==> config.mk <==
export PLATFORM = sky130hd
export DESIGN_NAME = dram_arbiter
export DESIGN_NICKNAME = d
export VERILOG_FILES = /design/src/rtl/dram_arbiter.sv
export SDC_FILE = /design/constraint.sdc
export NUM_CORES = 1
export LEC_CHECK = 0
export BUFFER_PORTS_ARGS = -buffer_cell sky130_fd_sc_hd__buf_2
export CORE_ASPECT_RATIO = 0.9
export CORE_MARGIN = 1
export CORE_UTILIZATION = 33
export DETAILED_ROUTE_END_ITERATION = 12
export PLACE_DENSITY = 0.67
export SYNTH_ARGS = -nofsm -noshare
export SYNTH_HDL_FRONTEND = slang
export SYNTH_SLANG_ARGS = --single-unit
==> constraint.sdc <==
create_clock -name clk -period 2.1 [get_ports clk]
set_input_delay 0.315 -clock clk [delete_from_list [all_inputs] [get_ports clk]]
set_output_delay 0.315 -clock clk [all_outputs]
set_load 0.02 [all_outputs]
==> src/rtl/dram_arbiter.sv <==
// dram_arbiter: round-robin arbiter muxing NUM_CORES cores onto one synchronous-read DRAM.
// Define DRAM_ARB_FIXED_PRIO_EN for fixed priority (core 0 highest) instead of round-robin.
module dram_arbiter #(
   parameter int NUM_CORES = 2,
   parameter int AW = 8,
   parameter int DW = 8
) (
   input  logic                    clk,
   input  logic                    rst_n,
   input  logic [NUM_CORES-1:0]    rden,
   input  logic [NUM_CORES-1:0]    wren,
   input  logic [NUM_CORES*AW-1:0] Address,
   input  logic [NUM_CORES*DW-1:0] Din,
   input  logic [DW-1:0]           RAMq,
   output logic [NUM_CORES-1:0]    acq,
   output logic [NUM_CORES*DW-1:0] Dq,
   output logic [AW-1:0]           RAMAddress,
   output logic [DW-1:0]           RAMDin,
   output logic                    RAMwren
);
   localparam int IW = (NUM_CORES > 1) ? $clog2(NUM_CORES) : 1;
   localparam logic [IW-1:0] LAST_IDX = IW'(NUM_CORES - 1);
   typedef enum logic [1:0] {IDLE, GRANT, RDATA} state_t;
   state_t                  state_q, state_d;
   logic [NUM_CORES-1:0]    acq_q, acq_d, req;
   logic [IW-1:0]           g_q, g_d, last_q, last_d, win, idx;
   logic                    is_wr_q, is_wr_d, found;
   logic [NUM_CORES*DW-1:0] dq_q, dq_d;

   function automatic logic [IW-1:0] nxt(input logic [IW-1:0] i);
      return (i == LAST_IDX) ? '0 : i + 1'b1;
   endfunction

   assign req = rden | wren;

   // Scan all cores once, starting just after the last winner so it ranks lowest.
   always_comb begin
`ifdef DRAM_ARB_FIXED_PRIO_EN
      idx = '0;
`else
      idx = nxt(last_q);
`endif
      win = '0;
      found = 1'b0;
      for (int k = 0; k < NUM_CORES; k++) begin
         if (!found && req[idx]) begin
            win = idx;
            found = 1'b1;
         end
         idx = nxt(idx);
      end
   end

   always_comb begin
      state_d = state_q;
      acq_d = acq_q;
      g_d = g_q;
      last_d = last_q;
      is_wr_d = is_wr_q;
      dq_d = dq_q;
      if (state_q == RDATA) dq_d[g_q*DW +: DW] = RAMq;
      if (state_q == GRANT && !is_wr_q) begin
         state_d = RDATA;
      end else if (found) begin
         state_d = GRANT;
         acq_d = NUM_CORES'(1) << win;
         g_d = win;
         last_d = win;
         is_wr_d = wren[win];
      end else begin
         state_d = IDLE;
         acq_d = '0;
      end
   end

   always_ff @(posedge clk or negedge rst_n) begin
      if (!rst_n) begin
         state_q <= IDLE;
         acq_q <= '0;
         g_q <= '0;
         last_q <= LAST_IDX;
         is_wr_q <= 1'b0;
         dq_q <= '0;
      end else begin
         state_q <= state_d;
         acq_q <= acq_d;
         g_q <= g_d;
         last_q <= last_d;
         is_wr_q <= is_wr_d;
         dq_q <= dq_d;
      end
   end

   assign acq = acq_q;
   assign Dq = dq_q;
   assign RAMAddress = (state_q == IDLE) ? '0 : Address[g_q*AW +: AW];
   assign RAMDin = (state_q == IDLE) ? '0 : Din[g_q*DW +: DW];
   assign RAMwren = (state_q == GRANT) && is_wr_q;
endmodule

==> reports/summary.txt <==
Outcome: completed
Synth top area cells: dfrtp_1, mux2_2, mux2i_1
GRT met3 Usage: 4.33%
Worst r2r src: g_q
DRT Pass-1 Iters: 4
Post-Synthesis Net Count: 145
Largest net degree at the start of global routing: 24
Slew @ Worst Pin: 0.495 ns
Post-synth cell types: 18
Worst r2r path cells: 2
CP cell instances: buf_4 > mux2i_1 > nor2_1 > buf_2
Initial antenna violation count: 0
First-pass GRT wire length: 4.69 mm
M1 GR Usage: 17.3%
Register area share after synthesis: 50.0%
Cell Int Power: 1.42 mW
Drt wl/cell: 12.8 um
Critical path class: reg -> out
Die Y: 58.1 um
Initial core utilization: 36.2%
CTS tree: done
Worst skew pair latency: 0.25 ns
Post_cts resized: 0
PortBufs: 80
Min Tclk post-route: 1.76 ns
Number of hold buffers added after cts: 0
WP buf/inv: 2
Ys Warns: 0
Area grow syn2layout: 42.8%
VDD IR max: 0.000768 V
Req. time, crit path: 1.78 ns
H-Tree Depth: 1
Clock transition at path regs: 0.07 ns
Ys async rst share: 100%
R2R Setup Slk: 0.72 ns
Dpl hpwl: 2.31 mm
Top-area cell type share of the netlist area: 47.7%
Synthesized cell area: 1150 um2
RSZ-0062 raised after global routing: false
Worst r2r dst: Dq[7]
ANT cells: 0
Worst Path Max Fanout: 17
Startpoint types: flop
Total routed wirelength: 2.86 mm
Slew margin rel.: 67.0%
Worst path depth: 4
Non-Filler Instances: 224
Total Routing Usage GR: 15.9%
Clk network pwr share: 10.2%
Die area: 3740 um2
Grt met2 use: 31.4%
Dpl cell area: 1600 um2
Die Width: 64.3 um
DRT iter0 DRCs: 46
Fill cells: 310
Critical Path End Type: output port
Switching share of power: 44.3%
Nets: 229
Main synth FF type: dfrtp_1
#FFs+latches synth: 23
Post-synth top cells: dfrtp_1, nor2_1, mux2_2, mux2i_1, o21ai_0
Hold Crit Class: in -> async
Final clock skew: 0.000741 ns
Clk buf depth: 2
Post-route DRC: 0
Design area: 1650 um2
Synthesized area per cell: 11.7 um2
Synth Instances: 99
GP Congestion: 0.835
Crit path DAT: 1.44 ns
CP delay by family, top: buffers and inverters
Fmax: 0.569 GHz
Count leader, synth: dfrtp_1
Crit-path slowest cell: dfrtp_1
Hold Vio Cnt, Final: 0
Via/cell ratio: 4.71
Placed Cells: 220
Comb power frac: 58.0%
Number of flops mapped to enable cells by yosys: 0
Fin. max-slew vios: 0
CTS Sinks: 23
Core area: 3190 um2
Ports: 81
Number of global-route vias before repair: 1,112
# setup viols final: 0
Sequential Power Share: 31.8%
Total global routing overflow: 0
P_sw: 1.13 mW
Pleak: 0.889 nW
Fin crit share: 83.7%
Post-synth top area cell: dfrtp_1
Number of max-cap violations: 0
Number of CTS-inserted buffers: 3
Setup Fix Bufs, Post-CTS: 0
Clock Tree Root: clkbuf_8
GR peak layer: met2
Via count: 1,056
Pwr dens: 1550 nW/um2
TNS Setup: 0 ns
Crit-path max cell delay: 0.42 ns
Layout cell share with drive strength beyond 1: 57.7%
Rows: 19
Post-DRT Antenna Nets: 0
## logic make-up after synthesis
logic type | Yosys count | synth area share, %
AO/OA/AOI/OAI | 11 | 5.64
AND/OR/NAND/NOR | 29 | 12.6
flip-flops | 23 | 50.0
multiplexers | 32 | 29.5
buffers and inverters | 4 | 2.28
## final cells by class
cell class | instances | area, um2 | share of cell area, %
timing repair buffer | 83 | 423 | 25.7
multi-input combinational | 72 | 551 | 33.4
clock buffer | 4 | 45.0 | 2.73
sequential | 23 | 577 | 35.0
tap | 42 | 52.6 | 3.19
## power by group through the flow
stage	sequential (mW)	combinational [mW]	clock [mW]
after global placement	0.809	1.46	0
after CTS	0.815	1.50	0.274
final	0.813	1.48	0.260
after detailed placement	0.822	1.50	0
after global routing	0.849	1.59	0.283
after floorplan	1.02	0.815	0
## registers in the layout, summed over array words and instances, names as in the netlist
name and count:
is_wr_q 1, Dq 16, acq 2, g_q 1
state_q 2, last_q 1
## layout by cell type, fill, tap and decap left out
master    count
a21oi_1       2
and3b_1       1
buf_2        80
buf_4         3
clkbuf_1      1
clkbuf_8      3
dfrtp_1      22
dfstp_2       1
mux2_2       16
mux2i_1      16
nand2_1       3
nand3_1       1
nand3b_2      1
nor2_1       20
nor3b_1       2
nor3b_4       1
o21ai_0       5
o22a_1        1
o22ai_1       1
o31ai_1       2
## stage by stage
step | util [%] | setup WS [ns] | total power [mW] | hold WS, ns
detailed placement | 50.3 | 0.610 | 2.32 | 0.311
finish | 51.7 | 0.343 | 2.56 | 0.0142
global route | 51.7 | 0.241 | 2.72 | 0.0674
CTS | 51.7 | 0.317 | 2.59 | 0.0288
floorplan | - | 0.660 | 1.83 | 0.0194
global placement | 50.3 | 0.673 | 2.27 | 0.300
## routing by layer
layer	up-vias	share of wire [%]
met1	509	41
li1	514	-
met4	0	0
met3	0	5.6
met5	-	0
met2	33	53
## worst max-delay path by stage
stage,startpoint,end,slack [ns]
CTS,g_q,RAMDin[4],0.32
floorplan,g_q,RAMAddress[2],0.66
detailed placement,g_q,RAMDin[4],0.61
global route,g_q,RAMAddress[1],0.24
finish,g_q,RAMDin[4],0.34
global placement,g_q,RAMDin[4],0.67
Power figures use the tool's default switching activity.
